--- config.mk ---
export PLATFORM = sky130hd
export DESIGN_NAME = qrng_word_gen
export DESIGN_NICKNAME = d
export VERILOG_FILES = /design/src/rtl/qrng_pkg.sv /design/src/rtl/qrng_word_gen_state_step.sv /design/src/rtl/qrng_word_gen.sv
export SDC_FILE = /design/constraint.sdc
export NUM_CORES = 1
export LEC_CHECK = 0
export CORE_ASPECT_RATIO = 1.1
export CORE_MARGIN = 5
export CORE_UTILIZATION = 45
export CTS_CLUSTER_DIAMETER = 80
export DETAILED_ROUTE_END_ITERATION = 12
export PLACE_DENSITY = 0.71
export SLEW_MARGIN = 20
export SYNTH_ARGS = -nofsm -noshare
export SYNTH_HDL_FRONTEND = slang
export SYNTH_SLANG_ARGS = --single-unit
--- constraint.sdc ---
create_clock -name clk -period 2.3 [get_ports clk]
set_input_delay 0.345 -clock clk [delete_from_list [all_inputs] [get_ports clk]]
set_output_delay 0.345 -clock clk [all_outputs]
set_load 0.005 [all_outputs]
--- src/rtl/qrng_pkg.sv ---
// Shared types and constants for the random word generator.
package qrng_pkg;

  typedef enum logic [1:0] {
    MODE_CNT  = 2'd0,
    MODE_LFSR = 2'd1,
    MODE_ENT  = 2'd2
  } mode_e;

  localparam logic [3:0]  TAPS_W4  = 4'h9;
  localparam logic [7:0]  TAPS_W8  = 8'hB8;
  localparam logic [15:0] TAPS_W16 = 16'hB400;
  localparam logic [31:0] TAPS_W32 = 32'h8020_0003;

  // Maximal-length Galois masks for the common widths; others fall back to a simple mask.
  function automatic logic [31:0] default_taps(input int unsigned w);
    logic [31:0] t;
    case (w)
      4:       t = 32'(TAPS_W4);
      8:       t = 32'(TAPS_W8);
      16:      t = 32'(TAPS_W16);
      32:      t = TAPS_W32;
      default: t = 32'h0000_0003;
    endcase
    return t;
  endfunction

endpackage

--- src/rtl/qrng_word_gen_state_step.sv ---
// Combinational next-state function: counter, Galois LFSR, or LFSR with entropy mixed in.
module qrng_state_step
  import qrng_pkg::*;
#(
  parameter int unsigned      WIDTH = 8,
  parameter logic [WIDTH-1:0] TAPS  = WIDTH'(8'hB8),
  parameter logic [WIDTH-1:0] SEED  = WIDTH'(1)
) (
  input  logic [WIDTH-1:0] s_i,
  input  logic [1:0]       mode_i,
  input  logic             ent_i,
  output logic [WIDTH-1:0] next_c
);

  localparam logic [WIDTH-1:0] RECOVER = SEED | WIDTH'(1);

  always_comb begin
    next_c = s_i + WIDTH'(1);
    if (mode_i != MODE_CNT) begin
      next_c = (s_i >> 1) ^ (s_i[0] ? TAPS : '0);
      if (mode_i == MODE_ENT) begin
        next_c[0] = next_c[0] ^ ent_i;
      end
      // The all-zero state is a fixed point of the LFSR; kick it back out.
      if (next_c == '0) begin
        next_c = RECOVER;
      end
    end
  end

endmodule

--- src/rtl/qrng_word_gen.sv ---
// Random state generator with serial bit output and WIDTH-bit word assembly on valid/ready.
module qrng_word_gen
  import qrng_pkg::*;
#(
  parameter int unsigned      WIDTH = 8,
  parameter logic [WIDTH-1:0] TAPS  = WIDTH'(default_taps(WIDTH)),
  parameter logic [WIDTH-1:0] SEED  = WIDTH'(1)
) (
  input  logic             clk,
  input  logic             rst_n,
  input  logic             en,
  input  logic [1:0]       mode,
  input  logic             seed_load,
  input  logic [WIDTH-1:0] seed_in,
  input  logic             ent_in,
  output logic             bit_out,
  output logic [WIDTH-1:0] word_out,
  output logic             word_valid,
  input  logic             word_ready,
  output logic             overflow,
  input  logic             ovf_clr
);

  localparam int unsigned      CW      = $clog2(WIDTH);
  localparam logic [WIDTH-1:0] SEED_NZ = (SEED == '0) ? WIDTH'(1) : SEED;
  localparam logic [CW-1:0]    LAST    = CW'(WIDTH - 1);

  logic [WIDTH-1:0] state_q, state_d, step_c;
  logic [WIDTH-2:0] acc_q, acc_d;
  logic [CW-1:0]    cnt_q, cnt_d;
  logic [WIDTH-1:0] word_q, word_d, word_c;
  logic             valid_q, valid_d;
  logic             ovf_q, ovf_d;
  logic             bit_q, bit_d;
  logic             complete_c;

  qrng_state_step #(
    .WIDTH (WIDTH),
    .TAPS  (TAPS),
    .SEED  (SEED_NZ)
  ) u_step (
    .s_i    (state_q),
    .mode_i (mode),
    .ent_i  (ent_in),
    .next_c (step_c)
  );

  assign word_c = {acc_q, state_q[0]};

  // Generator step, word assembly, handshake and overflow tracking.
  always_comb begin
    state_d    = state_q;
    acc_d      = acc_q;
    cnt_d      = cnt_q;
    bit_d      = bit_q;
    word_d     = word_q;
    valid_d    = valid_q;
    ovf_d      = ovf_q;
    complete_c = 1'b0;

    if (seed_load) begin
      state_d = (seed_in == '0 && mode != MODE_CNT) ? WIDTH'(1) : seed_in;
      acc_d   = '0;
      cnt_d   = '0;
    end else if (en) begin
      state_d = step_c;
      acc_d   = word_c[WIDTH-2:0];
      bit_d   = state_q[0];
      if (cnt_q == LAST) begin
        cnt_d      = '0;
        complete_c = 1'b1;
      end else begin
        cnt_d = cnt_q + CW'(1);
      end
    end

    if (valid_q && word_ready) begin
      valid_d = 1'b0;
    end
    if (ovf_clr) begin
      ovf_d = 1'b0;
    end
    // A finished word lands only if the output slot is free or emptying now.
    if (complete_c) begin
      if (!valid_q || word_ready) begin
        word_d  = word_c;
        valid_d = 1'b1;
      end else begin
        ovf_d = 1'b1;
      end
    end
  end

  always_ff @(posedge clk) begin
    if (!rst_n) begin
      state_q <= SEED_NZ;
      acc_q   <= '0;
      cnt_q   <= '0;
      bit_q   <= 1'b0;
      word_q  <= '0;
      valid_q <= 1'b0;
      ovf_q   <= 1'b0;
    end else begin
      state_q <= state_d;
      acc_q   <= acc_d;
      cnt_q   <= cnt_d;
      bit_q   <= bit_d;
      word_q  <= word_d;
      valid_q <= valid_d;
      ovf_q   <= ovf_d;
    end
  end

  assign bit_out    = bit_q;
  assign word_out   = word_q;
  assign word_valid = valid_q;
  assign overflow   = ovf_q;

endmodule
After elaboration in Yosys (flattened, before gate mapping)
Cells that the tools add are included.

Add/subtract/negate cells: 2. Equal/unequal tests: 2. Muxes and demuxes: 18. Bitwise operators: 4. Reductions and logical operators: 11.

Operator list (number): two-way mux 8 bit (6); zero test 8 bit (2); two-way mux 1 bit (11); adder 8 x 1 -> 8 bit (second input constant) (1); XOR 7 x 8 -> 8 bit (1); AND reduction 2 bit (2); nonzero test 2 bit (2); adder 3 x 1 -> 3 bit (second input constant) (1); == test 3 bit (second input constant) (1); two-way mux 3 bit (1); == test 2 bit (second input constant) (1); logical AND 1 bit (2); NOT 1 bit (2); OR reduction 2 bit (1); zero test 1 bit (1); logical OR 1 bit (1); XOR 1 bit (1).

Flip-flop bits (word level): 29. Output and inout bits: 11. Logic and storage cells: 44.

Longest topological paths before layout
Gate-level depths: netlist (run 1).

Depth after elaboration: 10. Gate-level depth with buffers: 6.

Cells and area by module
Synthesis (run 1) repeated with hierarchy kept, for this count alone.

Cell total of the unflattened synthesis: 169. Area, all modules: 1517.7 um2.

Modules (own cells, without submodules): qrng_word_gen (instances 1, cells an instance 123, area an instance 1229.9 um2, seq. area each 580.6 um2); qrng_state_step (instances 1, cells an instance 46, area an instance 287.8 um2, seq. area each 0.0 um2).

Worst setup path after synthesis (run 1)
No wires, ideal clock.

Kind: input to register. Start point: in mode[1]. End point: reg state_q[6]. Library setup time: 117 ps. Arrival time: 1196 ps. Required time: 2183 ps. Path slack: 987 ps. Cell stages on the path: 5. Buffers on the path: 1. Cells stage by stage: or2_1 -> buf_2 -> a311oi_1 -> a41oi_1 -> a32o_1.

Word-level cells in the longest chain between the ends: 8. Elaborated cells between the ends (all ways): 11. Classes of those cells: 1 x eq/ne; 7 x mux; 3 x reduce/logical.

RTL lines: start: declaration (RTL line qrng_word_gen.sv:12) `input logic [1:0] mode,`; == test 2 bit (RTL line qrng_word_gen_state_step.sv:21) `if (mode_i == MODE_ENT) begin`; two-way mux 1 bit (RTL line qrng_word_gen_state_step.sv:21); two-way mux 1 bit (RTL line qrng_word_gen_state_step.sv:19) `if (mode_i != MODE_CNT) begin`; zero test 8 bit (RTL line qrng_word_gen_state_step.sv:25) `if (next_c == '0) begin`; two-way mux 8 bit (RTL line qrng_word_gen_state_step.sv:25); two-way mux 8 bit (RTL line qrng_word_gen_state_step.sv:19); two-way mux 8 bit (RTL line qrng_word_gen.sv:65) `end else if (en) begin`; two-way mux 8 bit (*) (RTL line qrng_word_gen.sv:61) `if (seed_load) begin`; end signal: assignment (RTL line qrng_word_gen.sv:104) `state_q <= state_d;`; end: declaration (RTL line qrng_word_gen.sv:28) `logic [WIDTH-1:0] state_q, state_d, step_c;`.

Every way passes the cells marked *; elsewhere a longest branch is shown, timed or not. The select of a mux whose other input is x is not followed. A chain may end at the register's enable or synchronous reset.

Worst setup path after layout (run 1)
Ends and elaborated chain as after synthesis.

==> results.ini, run 1 <==
[synth]
synth_area_leader_cell = dfxtp_1
synth-edff-count = 0
syn_avg_cell_area_um2 = 8.94
netlist_area_um2 = 1480
yosys.cell_types.count = 46
synth_top_area_share_pct = 39.4
synth_nets = 185
synth-seq-cells = 29
syn-instance-count = 165
ys_warn_count = 0
yosys-top-cells-area = dfxtp_1 (39%), mux2i_1 (13%), nor2_1 (4.3%)
async_reset_ff_share_pct = 0
synth_top_flop_cell = dfxtp_1
synth_seq_area_share_pct = 39.4

[sta]
timing.final.hold_violations = 0
period_share_pct = 70.9
slew_headroom_pct = 67.7
slew_violations = 0
finalClockSkew_ns = 0.00701
fmax_mhz = 613
setup_viol = 0
worst-slew-pin-transition_ns = 0.485
finalCriticalPeriod_ns = 1.63
rsz0062_at_grt = no
fin_ws_ns = 0.669
tns_ns = 0

[place]
hpwl_um = 2670
place_ws_ns = 0.351
gp_congestion = 0.889
io_buffers = 27

[clocking]
cts_buffers = 5
h-tree-depth = 2
holdBufCountCts = 0
clock_latency_ns = 0.33
cts_resized = 0
cts_sinks = 29
clk_pin_slew_ns = 0.10
cts_root_buffer = clkbuf_4
postCtsSetupRepairBufs = 0
ctsLongestPathBuffers = 2
cts_tree = built

[finish]
drive_gt1_share_pct = 9.28
multi_input_area_um2 = 821
fill_cells = 284
layout.nets = 213
antenna_cells = 0
area_growth_pct = 24.5
seqCellArea_um2 = 581

[setup_path]
cp-end-kind = register
worstSetupPathType = in2reg
cp-start-kind = input pin
cp.required_ns = 2.53
cp_max_fo = 10
rr_startpoint = state_q[0]
arrival_ns = 1.86
reg2reg_depth = 5
crit_path_start = mode[1]

[die]
initial_core_util_pct = 47.6
core_area_um2 = 3100
rows = 21
die_h_um = 70.1
dieArea_um2 = 4520
ios = 28
die_x_um = 64.6

[route]
first_iter_violations = 50
ant_nets = 0
routedWlPerCell_um = 15.9
drtPass1Iterations = 4
drt-total-wl_um = 3630
drc_errors = 0
vias = 1313
viasPerCell = 5.76

[run_status]
status = finished clean

[min_path]
hold_depth = 2
min_from = bit_out
hold_class = reg2reg

[power]
power.leakage_nw = 0.684
powerDensity_nw_per_um2 = 570
worst_ir_drop_vdd_mv = 0.396

[grt]
grt.overflow.total = 0
grtUsageTotal_pct = 17.5
grt_pass1_vias = 1298
antenna_found_initial = 0
grt_pass1_wl_um = 6200
grt_max_degree = 25

[run]
drv_cap = 0

## routing by layer
| layer | vias to the layer above | wire length [um] | track usage, % |
|---|---|---|---|
| li1 | 663 | - | - |
| met1 | 619 | 1580 | 21.7 |
| met2 | 24 | 1850 | 27.5 |
| met3 | 7 | 128 | 5.93 |
| met4 | 0 | 65 | 7.51 |
| met5 | - | 0 | 0 |
## final cells by class
cell class	instances	area share, %
multi-input cells	121	44.7
flip-flops and latches	29	31.6
repair buffers	32	16.8
clock buffers	7	3.54
well taps	34	2.32
inverters	4	0.817
clock inverters	1	0.272
## metrics by stage
step | total power [mW] | util [%] | hold slack [ns] | instance area [um2] | std cells
after floorplan | 0.641 | - | 0.460 | 1480 | 165
after global placement | 0.699 | 57.0 | 0.461 | 1770 | 220
after detailed placement | 0.703 | 57.0 | 0.471 | 1770 | 220
after CTS | 1.06 | 59.2 | 0.487 | 1840 | 228
after global routing | 1.11 | 59.2 | 0.527 | 1840 | 228
final | 1.05 | 59.2 | 0.480 | 1840 | 228
## flip-flops by register name, indices dropped and copies added, names as in the netlist
| name | cells |
|---|---|
| word_out | 8 |
| state_q | 8 |
| bit_out | 1 |
| word_valid | 1 |
| cnt_q | 3 |
| overflow | 1 |
| acc_q | 7 |
## where the power goes
part,switching (mW),total (mW),internal (mW)
clock network,0.178,0.355,0.177
logic,0.0681,0.146,0.0780
registers,0.0294,0.546,0.517
total,0.276,1.05,0.772
## final timing paths
check / endpoint / slack, ns
max: state_q[6] / 0.67
min: bit_out / 0.48
max reg2reg: state_q[4] / 0.67
min reg2reg: bit_out / 0.48
## worst max-delay path: stages
cell	delay (ns)
clkdlybuf4s50_1	0.52
or2_1	0.40
a311oi_1	0.29
a41oi_1	0.07
a32o_1	0.23
## cells by family after synthesis
family | share of synthesized area [%]
simple gates | 21.5
compound gates | 17.5
flops | 39.4
mux | 12.9
buf+inv | 5.00
fa+ha+maj | 2.54
xor+xnor | 1.19
## placed cells by master, fill, tap and decap left out, types with 2 or more instances in the layout
cell type,n
dfxtp_1,29
clkdlybuf4s50_1,27
mux2i_1,19
nor2_1,17
a21oi_1,10
nand2_1,9
nor2b_1,6
o21ai_0,5
clkbuf_4,5
buf_4,5
nand2b_1,4
inv_1,4
nand3_1,4
a311oi_1,3
nand4_1,3
nor3b_1,3
ha_1,3
and3_1,2
o311ai_0,2
xnor2_1,2
o22ai_1,2
o21a_1,2
a211oi_1,2
o21ai_1,2
nor4_1,2
clkbuf_8,2
## cell usage after synthesis, drive strengths merged (3+ instances only)
cell type,n
nor2,18
nand3,4
o21ai,7
a21oi,10
dfxtp,29
ha,3
nor2b,6
nor4,3
and3,3
clkbuf,3
nand4,3
nand2,9
a311oi,3
nor3b,3
inv,4
mux2i,19
nand2b,4
buf,8
(Power assumes the default switching activity.)
==> run 2, diff against run 1 <==
Settings changed: PLACE_DENSITY 0.71 to 0.73.
Clock period 2.3 ns to 1.5 ns, I/O delays scaled along.
==> run 2 against run 1 <==
Critical path depth is 4 lower. Power is 66% higher. First-iteration DRC count is 86% higher. Flip-flop and latch count stayed put. Non-clock buffer count is 11 higher. Clock power is 85% higher. Die area stayed put. Clock skew is 0.0094 ns higher. Worst hold slack better by 0.0053 ns. Sequential power is 51% higher. Setup slack worse by 0.59 ns. Critical endpoint is now word_out[4]. Highest routed layer unchanged.
==> results.ini, run 2 (synthesis gave the netlist of run 1 again) <==
[power]
power.leakage_nw = 0.739
powerDensity_nw_per_um2 = 890
worst_ir_drop_vdd_mv = 0.974

[setup_path]
worstSetupPathType = reg2out
r2r_slack_ns = 0.12
cp.required_ns = 1.27
reg2reg_depth = 6
rr_startpoint = cnt_q[0]
cp-end-kind = output port
path_buf_inv = 1
cp_max_fo = 2
crit_chain = clkdlybuf4s50_1
cp-start-kind = register
slowest_stage = clkdlybuf4s50_1
arrival_ns = 1.20
critPathMaxStageDelay_ns = 0.51
crit_family = buffers and inverters
timing.rr.end = word_out[2]

[clocking]
postCtsSetupRepairBufs = 0
h-tree-depth = 2
cts_buffers = 5
cts_resized = 0
holdBufCountCts = 0
clk_pin_slew_ns = 0.11
cts_sinks = 29
cts_root_buffer = clkbuf_4
ctsLongestPathBuffers = 2
cts_tree = built
clock_latency_ns = 0.33

[route]
first_iter_violations = 93
ant_nets = 0
drt-total-wl_um = 3570
routedWlPerCell_um = 15.0
vias = 1377
drtPass1Iterations = 4
drc_errors = 0
viasPerCell = 5.76

[die]
rows = 21
die_x_um = 64.6
initial_core_util_pct = 47.6
core_area_um2 = 3100
ios = 28
die_h_um = 70.1
dieArea_um2 = 4520

[sta]
finalClockSkew_ns = 0.0164
timing.final.hold_violations = 0
period_share_pct = 94.9
holdWs_ns = 0.486
setup_viol = 0
finalCriticalPeriod_ns = 1.42
tns_ns = 0
slew_headroom_pct = 71.5
worst-slew-pin-transition_ns = 0.426
rsz0062_at_grt = no
slew_violations = 0
fin_ws_ns = 0.0761
fmax_mhz = 702

[grt]
antenna_found_initial = 0
grtUsageTotal_pct = 16.7
grt_pass1_wl_um = 6130
grt_pass1_vias = 1455
grt.overflow.total = 0
grt_max_degree = 16

[finish]
drive_gt1_share_pct = 15.1
layout_commonest_cell = dfxtp_1
layout_common_cells = dfxtp_1 (28), clkdlybuf4s50_1 (27), mux2i_1 (19)
area_growth_pct = 32.3
layout.nets = 224
antenna_cells = 0
final_cells = 239

[run_status]
status = finished clean

[min_path]
whs_endpoint = bit_out
hold_class = reg2reg
hold_depth = 2
min_from = bit_out

[run]
drv_cap = 0

[place]
gp_congestion = 0.873
place_ws_ns = -0.192
dp_cells = 231
io_buffers = 27
hpwl_um = 2670

run 2: cell count changes in the layout (fill, tap and decap cells not counted), sizes merged:
cell and delta:
clkinvlp +1, bufinv +1, clkbuf -2, buf +11
run 2: how the worst max path moves through the flow:
| stage | start | endpoint | slack [ns] | cells after the start |
|---|---|---|---|---|
| floorplan | state_q[3] | state_q[0] | 0.21 | 5 |
| global placement | mode[1] | state_q[3] | -0.14 | 5 |
| detailed placement | mode[1] | state_q[2] | -0.19 | 6 |
| CTS | word_out[4] | word_out[4] | 0.04 | 1 |
| global route | word_out[4] | word_out[4] | 0.01 | 1 |
| finish | word_out[4] | word_out[4] | 0.08 | 1 |
run 2: worst register-to-register path: stages (launching register included):
cell	delay (ns)
dfxtp_1	0.37
ha_1	0.16
ha_1	0.18
and3_4	0.20
buf_12	0.13
mux2i_1	0.19
nor2_1	0.06
run 2: stage by stage:
| stage | utilization, % | power (mW) | area [um2] |
|---|---|---|---|
| floorplan | - | 0.982 | 1480 |
| global placement | 60.0 | 1.09 | 1860 |
| detailed placement | 60.0 | 1.10 | 1860 |
| CTS | 62.8 | 1.75 | 1950 |
| global route | 63.0 | 1.82 | 1950 |
| finish | 63.0 | 1.74 | 1950 |
run 2: area by class of cell:
class	count	area, um2
timing repair buffer	43	403
inverter	4	15.0
multi-input combinational	121	826
clock inverter	3	46.3
fill	283	1150
sequential	29	582
tap	34	42.5
clock buffer	5	37.5
run 2: metal layers:
metal	track usage (%)	vias to the layer above	part of all wire (%)
met3	4.33	6	4.4
met1	18.2	654	44
li1	-	678	-
met4	6.34	0	1.1
met2	30.4	39	51
met5	0	-	0
run 2: power by group:
group	total, mW	internal (mW)	switching (mW)	leakage [nW]
sequential	0.826	0.793	0.0323	0.236
clock	0.655	0.353	0.302	0.0414
combinational	0.257	0.138	0.119	0.461
==> run 3, diff against run 2 <==
Clock period 1.5 ns to 1.1 ns, I/O delays scaled along.
==> run 3 against run 2 <==
The run now ends with negative setup slack left. Clock power increased by 40%. Critical path depth increased by 4. Clock skew decreased by 0.013 ns. Die area unchanged. Largest cell class unchanged. Setup slack got worse by 0.27 ns. Critical endpoint is now word_out[6]. Flip-flop and latch count unchanged. Power increased by 45%. Core utilization increased by 7.4 points. Combinational power increased by 86%.
==> results.ini, run 3 (synthesis gave the netlist of run 1 again) <==
[place]
io_buffers = 27
hpwl_um = 3070
dp_cells = 244
gp_congestion = 0.890

[route]
drt-total-wl_um = 4310
drc_errors = 0
ant_nets = 0
first_iter_violations = 76
viasPerCell = 5.75
routedWlPerCell_um = 17.0
vias = 1460
drtPass1Iterations = 4

[sta]
slew_headroom_pct = 76.9
tns_ns = -1.86
setup_viol = 16
slew_violations = 0
fin_ws_ns = -0.192
period_share_pct = 117
fmax_mhz = 774
finalClockSkew_ns = 0.00336
timing.final.hold_violations = 0
rsz0062_at_grt = yes
worst-slew-pin-transition_ns = 0.345
finalCriticalPeriod_ns = 1.29

[grt]
grtUsageTotal_pct = 20.7
grt.overflow.total = 0
grt_max_degree = 12
grt_pass1_wl_um = 7270
grt_pass1_vias = 1538
antenna_found_initial = 0

[power]
power.leakage_nw = 0.880
powerDensity_nw_per_um2 = 1160
worst_ir_drop_vdd_mv = 1.22
finalPower_mw = 2.52

[setup_path]
crit_family = flip-flops
arrival_ns = 1.52
cp.required_ns = 1.33
critPathMaxStageDelay_ns = 0.37
path_common_cell = ha_4
worstSetupPathType = reg2reg
cp-end-kind = register
slowest_stage = dfxtp_2
path_buf_inv = 0
cp-start-kind = register
cp_max_fo = 8
crit_chain = ha_4, ha_4, and3_4, mux2i_1, nor2b_1

[clocking]
h-tree-depth = 2
cts_root_buffer = clkbuf_4
clk_pin_slew_ns = 0.09
cts_sinks = 29
clock_latency_ns = 0.33
ctsLongestPathBuffers = 2
holdBufCountCts = 0
cts_buffers = 5
cts_tree = built

[min_path]
hold_class = in2reg

[finish]
layout_commonest_cell = buf_4
layout_common_cells = buf_4 (25), mux2i_1 (19), dfxtp_2 (19)
layout.nets = 239
antenna_cells = 0
final_cells = 254
drive_gt1_share_pct = 40.0
area_growth_pct = 47.8

[run_status]
status = finished with violations
violations = negative setup slack

[run]
drv_cap = 0

[die]
rows = 21
core_area_um2 = 3100
die_x_um = 64.6
dieArea_um2 = 4520
die_h_um = 70.1
initial_core_util_pct = 47.6
ios = 28

run 3: cell types whose count changed in the layout (fill, tap and decap cells not counted), sizes merged:
cell and delta:
clkinvlp -1, clkinv -1, dlygate4sd2 +1, clkdlybuf4s15 +4, clkbuf +11, buf +15
dlymetal6s2s +1, clkdlybuf4s50 -15
run 3: path summary, 6_finish.rpt:
| kind | slack [ns] | start | to | cells past startpoint |
|---|---|---|---|---|
| setup / recovery | -0.19 | cnt_q[0] | word_out[6] | 5 |
| setup reg to reg | -0.19 | cnt_q[0] | word_out[6] | 5 |
| hold reg to reg | 0.48 | bit_out | bit_out | 2 |
| hold / removal | 0.31 | mode[1] | state_q[0] | 4 |
run 3: power by group:
part           switching [mW]  internal [mW]
clock network           0.375          0.542
logic                   0.223          0.256
registers              0.0425           1.09
total                   0.640           1.88
run 3: repair_timing:
action / CTS / global route
pin swaps: 9 / 5
resized for setup: 45 / 39
buffers inserted: 2 / 0
gates cloned: 0 / 0
endpoints found under the setup margin: 28 / 30
run 3: layout make-up:
cell class              count  area, um2
clock buffers               7       55.1
clock inverters             1       30.0
fillers                   248        920
inverters                   4       15.0
multi-input cells         121        948
flip-flops and latches     29        608
well taps                  34       42.5
repair buffers             58        482
run 3: metal layers:
| metal | share of wire (%) | wire length, um | global-route usage, % | vias to the layer above |
|---|---|---|---|---|
| li1 | - | - | - | 710 |
| met1 | 41 | 1760 | 22.9 | 687 |
| met2 | 52 | 2230 | 35.1 | 49 |
| met3 | 4.6 | 200 | 6.73 | 14 |
| met4 | 2.6 | 113 | 10.8 | 0 |
| met5 | 0 | 0 | 0 | - |
run 3: worst register-to-register path, delay by kind of cell (launching register included):
| kind | cells | cell delay, ns |
|---|---|---|
| fa+ha+maj | 2 | 0.26 |
| flops | 1 | 0.37 |
| mux | 1 | 0.23 |
| simple gates | 2 | 0.33 |
run 3: metrics by stage:
step / cell area (um2) / util (%) / setup slack [ns] / hold WS [ns]
CTS: 2160 / 69.8 / -0.198 / 0.440
global route: 2180 / 70.3 / -0.345 / 0.358
finish: 2180 / 70.3 / -0.192 / 0.313
detailed placement: 1980 / 64.0 / -0.613 / 0.481
floorplan: 1520 / - / -0.159 / 0.295
global placement: 1980 / 64.0 / -0.496 / 0.460
